<file path="src/rtl/rx_tune_ctrl_pkg.sv">
// ============================================================================
//  Module   : rx_tune_ctrl_pkg
//  Purpose  : Shared types and constants for the RX tuning controller.
//             State encoding for the commit/settle FSM and the width of the
//             saturating retune counter.
//  Options  : RX_TUNE_SWEEP_EN (see rx_tune_ctrl) does not affect this file.
//  Revision : 1.0 - initial release
// ============================================================================
`default_nettype none

package rx_tune_ctrl_pkg;

    // Width of the saturating commit counter.
    localparam int unsigned RETUNE_CNT_W = 16;

    // Width of the settle count-down (SETTLE_CYC is limited to 1..255).
    localparam int unsigned SETTLE_CNT_W = 8;

    // Width of the optional sweep divider.
    localparam int unsigned SWEEP_DIV_W  = 16;

    // Commit/settle FSM encoding.
    typedef enum logic [0:0] {
        ST_IDLE   = 1'b0,
        ST_SETTLE = 1'b1
    } tune_state_t;

endpackage : rx_tune_ctrl_pkg

`default_nettype wire

</file>
<file path="src/rtl/rx_tune_ctrl_if.sv">
// ============================================================================
//  Module   : rx_tune_ctrl_if
//  Purpose  : Host-bus and mixer-side signal bundle for rx_tune_ctrl.
//  Modports : master - host / mixer model (drives writes, sync, din_valid)
//             slave  - rx_tune_ctrl (drives phase_inc, dout_valid, busy,
//                      retune_cnt)
//  Signals  : wr_en, wr_pinc[31:0], sync_mode, sync, din_valid  (to ctrl)
//             phase_inc[31:0], dout_valid, busy, retune_cnt[15:0] (from ctrl)
//             sweep_en, sweep_step[31:0], sweep_div[15:0] (to ctrl, only
//             when RX_TUNE_SWEEP_EN is defined)
//  Options  : RX_TUNE_SWEEP_EN adds the sweep control signals.
//  Revision : 1.0 - initial release
// ============================================================================
`default_nettype none

interface rx_tune_ctrl_if;
    import rx_tune_ctrl_pkg::*;

    logic                    wr_en;
    logic [31:0]             wr_pinc;
    logic                    sync_mode;
    logic                    sync;
    logic [31:0]             phase_inc;
    logic                    din_valid;
    logic                    dout_valid;
    logic                    busy;
    logic [RETUNE_CNT_W-1:0] retune_cnt;
`ifdef RX_TUNE_SWEEP_EN
    logic                    sweep_en;
    logic [31:0]             sweep_step;
    logic [SWEEP_DIV_W-1:0]  sweep_div;
`endif

    modport master (
        output wr_en, wr_pinc, sync_mode, sync, din_valid,
`ifdef RX_TUNE_SWEEP_EN
        output sweep_en, sweep_step, sweep_div,
`endif
        input  phase_inc, dout_valid, busy, retune_cnt
    );

    modport slave (
        input  wr_en, wr_pinc, sync_mode, sync, din_valid,
`ifdef RX_TUNE_SWEEP_EN
        input  sweep_en, sweep_step, sweep_div,
`endif
        output phase_inc, dout_valid, busy, retune_cnt
    );

endinterface : rx_tune_ctrl_if

`default_nettype wire

</file>
<file path="src/rtl/rx_tune_settle_timer.sv">
// ============================================================================
//  Module   : rx_tune_settle_timer
//  Purpose  : Loadable count-down timer. Used for the post-commit settle
//             window and, when sweeping is built in, for the sweep divider.
//  Ports    : clk, rst     - clock, synchronous active-high reset
//             load         - load load_val (priority over counting)
//             load_val     - value to load
//             en           - decrement enable (holds at zero)
//             done         - count has reached zero
//  Revision : 1.0 - initial release
// ============================================================================
`default_nettype none

module rx_tune_settle_timer #(
    parameter int unsigned       WIDTH   = 8,
    parameter logic [WIDTH-1:0]  RST_VAL = '0
) (
    input  wire              clk,
    input  wire              rst,
    input  wire              load,
    input  wire  [WIDTH-1:0] load_val,
    input  wire              en,
    output logic             done
);

    logic [WIDTH-1:0] r_count;

    always_ff @(posedge clk) begin
        if (rst) begin
            r_count <= RST_VAL;
        end else if (load) begin
            r_count <= load_val;
        end else if (en && (r_count != '0)) begin
            r_count <= r_count - WIDTH'(1);
        end
    end

    assign done = (r_count == '0);

endmodule : rx_tune_settle_timer

`default_nettype wire

</file>
<file path="src/rtl/rx_tune_ctrl.sv">
// ============================================================================
//  Module   : rx_tune_ctrl
//  Purpose  : Tuning controller for one RX IQ mixer/DDS channel. Holds a
//             host-written shadow phase increment and commits it to the
//             mixer either on the next cycle or on a frame sync strobe, then
//             blanks the sample-valid stream for SETTLE_CYC cycles so that
//             downstream stages never see transient mixed samples.
//  Params   : SETTLE_CYC - blanking cycles after a commit (1..255)
//             RESET_PINC - phase_inc value from reset
//  Ports    : clk, rst   - clock, synchronous active-high reset
//             bus        - rx_tune_ctrl_if.slave
//                          in : wr_en, wr_pinc, sync_mode, sync, din_valid
//                          out: phase_inc, dout_valid, busy, retune_cnt
//  Options  : RX_TUNE_SWEEP_EN - adds sweep_en/sweep_step/sweep_div and a
//             linear phase-increment sweep while idle.
//  Revision : 1.0 - initial release
// ============================================================================
`default_nettype none

module rx_tune_ctrl
    import rx_tune_ctrl_pkg::*;
#(
    parameter int unsigned SETTLE_CYC = 6,
    parameter logic [31:0] RESET_PINC = 32'h0
) (
    input wire            clk,
    input wire            rst,
    rx_tune_ctrl_if.slave bus
);

    localparam logic [SETTLE_CNT_W-1:0] c_SETTLE_LOAD = SETTLE_CNT_W'(SETTLE_CYC - 1);
    localparam logic [RETUNE_CNT_W-1:0] c_RETUNE_MAX  = '1;

    tune_state_t             r_state;
    logic [31:0]             r_shadow;
    logic [31:0]             r_phase_inc;
    logic                    r_pending;
    logic [RETUNE_CNT_W-1:0] r_retune_cnt;

    logic                    w_pending_eff;
    logic                    w_go;
    logic                    w_settle_done;

    // A write in the same cycle counts as pending, so a write coincident
    // with sync (or any write in immediate mode) commits on this edge.
    assign w_pending_eff = r_pending | bus.wr_en;
    assign w_go          = w_pending_eff & (bus.sync_mode ? bus.sync : 1'b1);

    // Settle window: loaded on every commit, so a commit during SETTLE
    // restarts the full blanking period.
    rx_tune_settle_timer #(
        .WIDTH   (SETTLE_CNT_W),
        .RST_VAL (c_SETTLE_LOAD)
    ) u_settle (
        .clk      (clk),
        .rst      (rst),
        .load     (w_go),
        .load_val (c_SETTLE_LOAD),
        .en       (r_state == ST_SETTLE),
        .done     (w_settle_done)
    );

`ifdef RX_TUNE_SWEEP_EN
    logic w_sweep_step;
    logic w_div_load;
    logic w_div_done;

    // The divider is held at sweep_div whenever sweeping is not running
    // (disabled, settling, or a commit this cycle), and reloaded after each
    // step, so each step is sweep_div+1 idle cycles after the previous one.
    assign w_sweep_step = bus.sweep_en & (r_state == ST_IDLE) & w_div_done & ~w_go;
    assign w_div_load   = ~bus.sweep_en | w_go | (r_state != ST_IDLE) | w_sweep_step;

    rx_tune_settle_timer #(
        .WIDTH   (SWEEP_DIV_W),
        .RST_VAL ('0)
    ) u_sweep_div (
        .clk      (clk),
        .rst      (rst),
        .load     (w_div_load),
        .load_val (bus.sweep_div),
        .en       (1'b1),
        .done     (w_div_done)
    );
`endif

    always_ff @(posedge clk) begin
        if (rst) begin
            r_state      <= ST_SETTLE;
            r_shadow     <= RESET_PINC;
            r_phase_inc  <= RESET_PINC;
            r_pending    <= 1'b0;
            r_retune_cnt <= '0;
        end else begin
            if (bus.wr_en) begin
                r_shadow <= bus.wr_pinc;
            end

            if (w_go) begin
                // Forward a same-cycle write so it is not lost behind the
                // shadow register update.
                r_phase_inc <= bus.wr_en ? bus.wr_pinc : r_shadow;
                r_pending   <= 1'b0;
                r_state     <= ST_SETTLE;
                if (r_retune_cnt != c_RETUNE_MAX) begin
                    r_retune_cnt <= r_retune_cnt + RETUNE_CNT_W'(1);
                end
            end else begin
                if (bus.wr_en) begin
                    r_pending <= 1'b1;
                end
                if ((r_state == ST_SETTLE) && w_settle_done) begin
                    r_state <= ST_IDLE;
                end
`ifdef RX_TUNE_SWEEP_EN
                if (w_sweep_step) begin
                    r_phase_inc <= r_phase_inc + bus.sweep_step;
                end
`endif
            end
        end
    end

    assign bus.phase_inc  = r_phase_inc;
    assign bus.retune_cnt = r_retune_cnt;
    assign bus.busy       = r_pending | (r_state == ST_SETTLE);
    assign bus.dout_valid = bus.din_valid & (r_state == ST_IDLE);

endmodule : rx_tune_ctrl

`default_nettype wire

</file>
<file path="src/flat_wrapper.sv">
// flat-port wrapper written by rule: the top's interface ports become plain ports
module rx_tune_ctrl_flat import rx_tune_ctrl_pkg::*;
#(
    parameter int unsigned SETTLE_CYC = 6,
    parameter logic [31:0] RESET_PINC = 32'h0
)
  (clk, rst, bus_wr_en, bus_wr_pinc, bus_sync_mode, bus_sync, bus_din_valid, bus_phase_inc, bus_dout_valid, bus_busy, bus_retune_cnt);
  rx_tune_ctrl_if bus_i ();
  input wire clk;
  input wire rst;
  input wire logic [$bits(bus_i.wr_en)-1:0] bus_wr_en;
  input wire logic [$bits(bus_i.wr_pinc)-1:0] bus_wr_pinc;
  input wire logic [$bits(bus_i.sync_mode)-1:0] bus_sync_mode;
  input wire logic [$bits(bus_i.sync)-1:0] bus_sync;
  input wire logic [$bits(bus_i.din_valid)-1:0] bus_din_valid;
  output wire logic [$bits(bus_i.phase_inc)-1:0] bus_phase_inc;
  output wire logic [$bits(bus_i.dout_valid)-1:0] bus_dout_valid;
  output wire logic [$bits(bus_i.busy)-1:0] bus_busy;
  output wire logic [$bits(bus_i.retune_cnt)-1:0] bus_retune_cnt;
  assign bus_i.wr_en = bus_wr_en;
  assign bus_i.wr_pinc = bus_wr_pinc;
  assign bus_i.sync_mode = bus_sync_mode;
  assign bus_i.sync = bus_sync;
  assign bus_i.din_valid = bus_din_valid;
  assign bus_phase_inc = bus_i.phase_inc;
  assign bus_dout_valid = bus_i.dout_valid;
  assign bus_busy = bus_i.busy;
  assign bus_retune_cnt = bus_i.retune_cnt;
  rx_tune_ctrl #(.SETTLE_CYC(SETTLE_CYC), .RESET_PINC(RESET_PINC)) u_core (.clk(clk), .rst(rst), .bus(bus_i));
endmodule
</file>
<file path="config.mk">
export PLATFORM = sky130hd
export DESIGN_NAME = rx_tune_ctrl_flat
export DESIGN_NICKNAME = d
export VERILOG_FILES = /design/src/rtl/rx_tune_ctrl_pkg.sv /design/src/rtl/rx_tune_ctrl_if.sv /design/src/rtl/rx_tune_settle_timer.sv /design/src/rtl/rx_tune_ctrl.sv /design/src/flat_wrapper.sv
export SDC_FILE = /design/constraint.sdc
export NUM_CORES = 1
export LEC_CHECK = 0
export BUFFER_PORTS_ARGS = -buffer_cell sky130_fd_sc_hd__buf_2
export CORE_MARGIN = 2
export CORE_UTILIZATION = 31
export CTS_CLUSTER_DIAMETER = 120
export DETAILED_ROUTE_END_ITERATION = 12
export PLACE_DENSITY = 0.58
export SKIP_CTS_REPAIR_TIMING = 1
export SLEW_MARGIN = 20
export SYNTH_ARGS = -nofsm -noshare
export SYNTH_HDL_FRONTEND = slang
export SYNTH_HIERARCHICAL = 1
export SYNTH_SLANG_ARGS = --single-unit
</file>
<file path="constraint.sdc">
create_clock -name clk -period 3.83 [get_ports clk]
set_clock_uncertainty 0.15 [all_clocks]
set_input_delay 0.383 -clock clk [delete_from_list [all_inputs] [get_ports clk]]
set_output_delay 0.383 -clock clk [all_outputs]
set_load 0.02 [all_outputs]
</file>
== Yosys cells after proc, flatten, opt, wreduce, memory -nomap -nowiden ==
Index checks and enable logic that the tools add are counted.

* Register bits: 90

* Add/sub/neg operators: 2
* Bitwise logic cells: 5
* Eq/ne operators: 1
* Muxes and demuxes: 2
* Reductions and logical operators: 6

{| class="wikitable"
|+ Operators by type and width
! cell !! count
|-
| $mux 32 || 1
|-
| $add 16x1->16 const B || 1
|-
| $ne 16x16->1 const B || 1
|-
| $logic_not 8->1 || 1
|-
| $reduce_bool 8->1 || 1
|-
| $sub 8x1->8 const B || 1
|-
| $and 1x1->1 || 2
|-
| $logic_and 1x1->1 || 2
|-
| $or 1x1->1 || 2
|-
| $reduce_and 2->1 || 1
|-
| $reduce_or 2->1 || 1
|-
| $mux 1 || 1
|-
| $not 1->1 || 1
|}

== Logic depth before layout (Yosys ltp) ==
* Word-level depth: 3
* Depth in mapped cells: 9
* Gate-level depth less buffers: 6

== Cells and area by module ==
The synthesis kept the hierarchy.

{| class="wikitable"
|+ By module, submodules not included
! module !! instances !! cells an instance !! seq. area each (µm²) !! area an instance (µm²)
|-
| rx_tune_ctrl || 1 || 288 || 1,641.6 || 3,022.9
|-
| rx_tune_settle_timer || 1 || 57 || 160.2 || 483.0
|}

== Least setup slack after synthesis ==
OpenSTA, ideal clock, no wires.

* Path type: flip-flop to flip-flop
* Start point: reg u_core.r_retune_cnt[0], in the netlist u_core/bus.retune_cnt[0]
* End point: reg u_core.r_retune_cnt[14], in the netlist u_core/bus.retune_cnt[14]
* Setup time: 0.070 ns
* Path buffers: 0
* Data required time: 3.610 ns
* Stages on the path, launching flop included: 6
* Clock period less this slack: 2.114 ns
* Arrival time: 1.893 ns
* Setup slack: 1.716 ns
* Path through: dfxtp_1 -> ha_1 -> nand3_2 -> or4_4 -> or4_1 -> a21oi_1

* Word-level cells in the longest chain between the ends: 2
* Elaborated cells between the ends (all ways): 3
* Classes of those cells: 1 x add/sub; 1 x eq/ne; 1 x reduce/logical

{| class="wikitable"
|+ RTL lines
! element !! line !! text
|-
| from (decl) || rx_tune_ctrl.sv:38 || <nowiki>logic [RETUNE_CNT_W-1:0] r_retune_cnt;</nowiki>
|-
| from (signal assigned) || rx_tune_ctrl.sv:106 || <nowiki>r_retune_cnt <= r_retune_cnt + RETUNE_CNT_W'(1);</nowiki>
|-
| parallel branches: the longest is 2 deep, another holds $add 16x1->16 || -- ||
|}

Parallel ways; which one is timed is not known.
A chain may end at the register's enable or synchronous reset.

== Worst setup path in the final report ==
* Start point: reg u_core.r_pending
* End point: reg u_core.u_settle.r_count[1]

* Word-level cells in the longest chain between the ends: 3

{| class="wikitable"
|+ RTL lines
! element !! line !! text
|-
| from (decl) || rx_tune_ctrl.sv:37 || <nowiki>logic r_pending;</nowiki>
|-
| from (signal assigned) || rx_tune_ctrl.sv:92 || <nowiki>r_pending <= 1'b0;</nowiki>
|-
| from (signal assigned) || rx_tune_ctrl.sv:103 || <nowiki>r_pending <= 1'b0;</nowiki>
|-
| from (signal assigned) || rx_tune_ctrl.sv:110 || <nowiki>r_pending <= 1'b1;</nowiki>
|-
| $or 1x1->1 || rx_tune_ctrl.sv:46 || <nowiki>assign w_pending_eff = r_pending | bus.wr_en;</nowiki>
|-
| $and 1x1->1 || rx_tune_ctrl.sv:47 || <nowiki>assign w_go = w_pending_eff & (bus.sync_mode ? bus.sync : 1'b1);</nowiki>
|-
| $reduce_or 2->1 (no source line) || -- ||
|-
| to (signal assigned) || rx_tune_settle_timer.sv:32 || <nowiki>r_count <= load_val;</nowiki>
|-
| to (signal assigned) || rx_tune_settle_timer.sv:34 || <nowiki>r_count <= r_count - WIDTH'(1);</nowiki>
|-
| to (decl) || rx_tune_settle_timer.sv:26 || <nowiki>logic [WIDTH-1:0] r_count;</nowiki>
|}

Every way passes these cells.

==> results.sh <==
export IMPL_die_area_sq_mm=0.0122
export IMPL_rsz0062_at_grt="false"
export IMPL_synthToLayoutAreaGrowth_pct=24.7
export IMPL_post_synth_xor_area_fraction_pct=0.250
export IMPL_number_of_endpoints_with_negative_hold_slack_in_the_final_report=0
export IMPL_ant_nets=0
export IMPL_timing_hold_ws_ns=0.178
export IMPL_postSynthCellCount=345
export IMPL_max_clock_freq_ghz=0.407
export IMPL_report_final_setup_viol=0
export IMPL_grt_pass1_vias=2675
export IMPL_first_pass_iters=4
export IMPL_ys_ff_latch=90
export IMPL_cts_tree="built"
export IMPL_initial_core_util_pct=32.1
export IMPL_vdd_ir_drop_max_mv=0.346
export IMPL_drt_iter0_markers=141
export IMPL_grt_max_degree=45
export IMPL_timing_final_crit_period_ns=2.46
export IMPL_post_place_ws_ns=1.19
export IMPL_floorplan_rows=38
export IMPL_vias=2866
export IMPL_die_width_um=110
export IMPL_place_congestion=0.730
export IMPL_outcome="complete, no violations"
export IMPL_layout_cell_area_non_filler_sq_mm=0.00437
export IMPL_place_detailed_instances=561
export IMPL_synth_area_mux_share_pct=11.0
export IMPL_ios=88
export IMPL_synth_area_sq_mm=0.00351
export IMPL_synth_flop_cell="sky130_fd_sc_hd__dfxtp_1"
export IMPL_synth_enable_flop_cells=0
export IMPL_clock_sink_count=90
export IMPL_number_of_buffers_created_by_cts=9
export IMPL_worst_slew_pin_slew_ns=0.775
export IMPL_sum_of_negative_setup_slack_ns=0
export IMPL_synth_top_cells_by_count="90 x sky130_fd_sc_hd__dfxtp_1, 44 x sky130_fd_sc_hd__nor2_1, 34 x sky130_fd_sc_hd__mux2i_1"
export IMPL_slowest_stage_delay_cp_ns=0.64
export IMPL_timing_max_slew_rel_slack_pct=47.9
export IMPL_antenna_cells_inserted=0
export IMPL_postLayoutSetupSlackWorst_ns=1.37
export IMPL_yosysSeqAreaShare_pct=51.4
export IMPL_netlist_area_leader_share_pct=51.4
export IMPL_htree_levels=3
export IMPL_synthTopCellsByArea="sky130_fd_sc_hd__dfxtp_1 51%, sky130_fd_sc_hd__mux2i_1 9.7%, sky130_fd_sc_hd__o22a_1 8.0%"
export IMPL_finalCritPeriodShare_pct=64.1
export IMPL_p_leak_nw=2.01
export IMPL_critPathMaxFanout=44
export IMPL_worst_setup_path_type="register to register"
export IMPL_yosys_cell_types_count=50
export IMPL_route_detailed_drc=0
export IMPL_post_dp_hpwl_um=5370
export IMPL_grt_first_pass_wirelength_um=12500
export IMPL_coreArea_sq_mm=0.0109
export IMPL_worst_endpoint_required_ns=3.87
export IMPL_mean_area_per_synthesized_cell_sq_um=10.2
export IMPL_port_buffers=87
export IMPL_worst_hold_path_type="input port to register"
export IMPL_post_layout_nonfiller_instances=577
export IMPL_grt_overflow_total=0
export IMPL_synth_compound_gate_area_share_pct=15.1
export IMPL_power_per_cell_area_mw_per_mm2=492
export IMPL_synth_top_family_by_area="simple AND/OR/NAND/NOR gates"
export IMPL_synth_top_area_cell="sky130_fd_sc_hd__dfxtp_1"
export IMPL_asyncSetResetFlopFracSynth_pct=0
export IMPL_slowest_stage="sky130_fd_sc_hd__inv_2"
export IMPL_drv_cap=0
export IMPL_ys_warn_count=6
export IMPL_critPathArrivalTime_ns=2.50
export IMPL_avgRoutedWirePerCell_um=13.6
export IMPL_clock_slew_at_reported_path_ffs_ns=0.07
export IMPL_yosysMostFrequentCell="sky130_fd_sc_hd__dfxtp_1"
export IMPL_drive_above_1_share_pct=27.9
export IMPL_clock_latency_ns=0.34
export IMPL_antenna_violations_before_repair=0
export IMPL_final_net_count=473
export IMPL_synthSimpleGateAreaFrac_pct=17.9
export IMPL_start_kind="register"
export IMPL_total_wirelength_um=7870
export IMPL_synthAdderAreaFrac_pct=1.07
export IMPL_placement_cell_area_sq_mm=0.00408
export IMPL_die_height_um=110
export IMPL_design_power_total_mw=2.15
export IMPL_timing_max_transition_violations_final=0
export IMPL_route_detailed_vias_per_inst=4.97
export IMPL_timing_critical_path_cells="or2_1 -> nand2_1 -> inv_2 -> clkinv_1 -> nand4b_1 -> o211ai_1"
export IMPL_tot_gr_track_use_pct=13.3
export IMPL_clockRootBuffer="sky130_fd_sc_hd__clkbuf_16"
export IMPL_cts_buffer_depth=2
export IMPL_worstSetupEndpointType="register"
export IMPL_postLayoutCoreUtil_pct=40.0
-- power by group --
group / total [mW] / switching (mW) / internal, mW
sequential: 1.03 / 0.0318 / 1.00
combinational: 0.257 / 0.151 / 0.106
clock: 0.860 / 0.402 / 0.458
-- sequential cells by signal (all words and copies together) (netlist names) --
name	cells
u_core/r_shadow	32
u_core/u_settle/r_count	8
u_core/r_pending	1
u_core/bus.phase_inc	32
u_core/r_state	1
u_core/bus.retune_cnt	16
-- cell type report --
class | instances | area, sq um
Clock buffer | 9 | 225
Clock inverter | 7 | 70.1
Fill cell | 1140 | 6560
Inverter | 6 | 22.5
Multi-Input combinational cell | 235 | 1620
Sequential cell | 90 | 1800
Tap cell | 140 | 175
Timing Repair Buffer | 90 | 458
-- placed cells by master, fill, tap and decap left out, types with 2 or more instances in the layout --
cell and instances:
sky130_fd_sc_hd__a21oi_1 15, sky130_fd_sc_hd__or3_1 6, sky130_fd_sc_hd__nand2b_1 2, sky130_fd_sc_hd__clkbuf_16 9
sky130_fd_sc_hd__o21bai_1 2, sky130_fd_sc_hd__ha_1 3, sky130_fd_sc_hd__inv_1 4, sky130_fd_sc_hd__nor3_1 10
sky130_fd_sc_hd__inv_6 3, sky130_fd_sc_hd__nand4_1 5, sky130_fd_sc_hd__nand3_1 3, sky130_fd_sc_hd__nor2b_1 6
sky130_fd_sc_hd__nor3b_1 2, sky130_fd_sc_hd__or3b_2 2, sky130_fd_sc_hd__conb_1 8, sky130_fd_sc_hd__o21ai_0 9
sky130_fd_sc_hd__o22a_1 32, sky130_fd_sc_hd__or4_4 2, sky130_fd_sc_hd__mux2i_1 34, sky130_fd_sc_hd__buf_4 3
sky130_fd_sc_hd__nand2_1 7, sky130_fd_sc_hd__and4_1 3, sky130_fd_sc_hd__dfxtp_1 90, sky130_fd_sc_hd__o31ai_1 7
sky130_fd_sc_hd__nor2_1 43, sky130_fd_sc_hd__buf_2 87, sky130_fd_sc_hd__a31oi_1 2, sky130_fd_sc_hd__or4_1 8
sky130_fd_sc_hd__mux2_2 4
-- cells by family (layout without fill, tap and decap cells) --
| family | after synthesis | count (layout) |
|---|---|---|
| compound gates | 73 | 73 |
| buf+inv | 26 | 112 |
| other cells | 2 | 8 |
| flops | 90 | 90 |
| mux | 38 | 38 |
| simple gates | 112 | 112 |
| fa+ha+maj | 3 | 3 |
| xor+xnor | 1 | 1 |
-- worst paths after layout --
| path | from | endpoint | slack (ns) | cells past startpoint |
|---|---|---|---|---|
| worst max register to register | u_core/r_pending | u_core/u_settle/r_count[1] | 1.37 | 6 |
| worst min register to register | u_core/bus.phase_inc[11] | u_core/bus.phase_inc[11] | 0.33 | 1 |
| worst min-delay path | bus_wr_pinc[12] | u_core/r_shadow[12] | 0.18 | 3 |
| worst max-delay path | u_core/r_pending | u_core/u_settle/r_count[1] | 1.37 | 6 |
-- worst max-delay path, delay by kind of cell (launching register included) --
kind	cells	cell delay (ns)
AO/OA/AOI/OAI	1	0.10
buffers and inverters	2	1.12
flip-flops	1	0.36
AND/OR/NAND/NOR	3	0.56
-- layer usage --
metal | vias up | part of all wire, % | global-route usage (%)
met5 | - | 0 | 0
met4 | 0 | 1.6 | 5.09
met3 | 14 | 7.3 | 4.94
met2 | 79 | 46 | 21.5
met1 | 1345 | 45 | 16.0
li1 | 1428 | - | -
No activity file was read; power rests on OpenSTA's default activity.
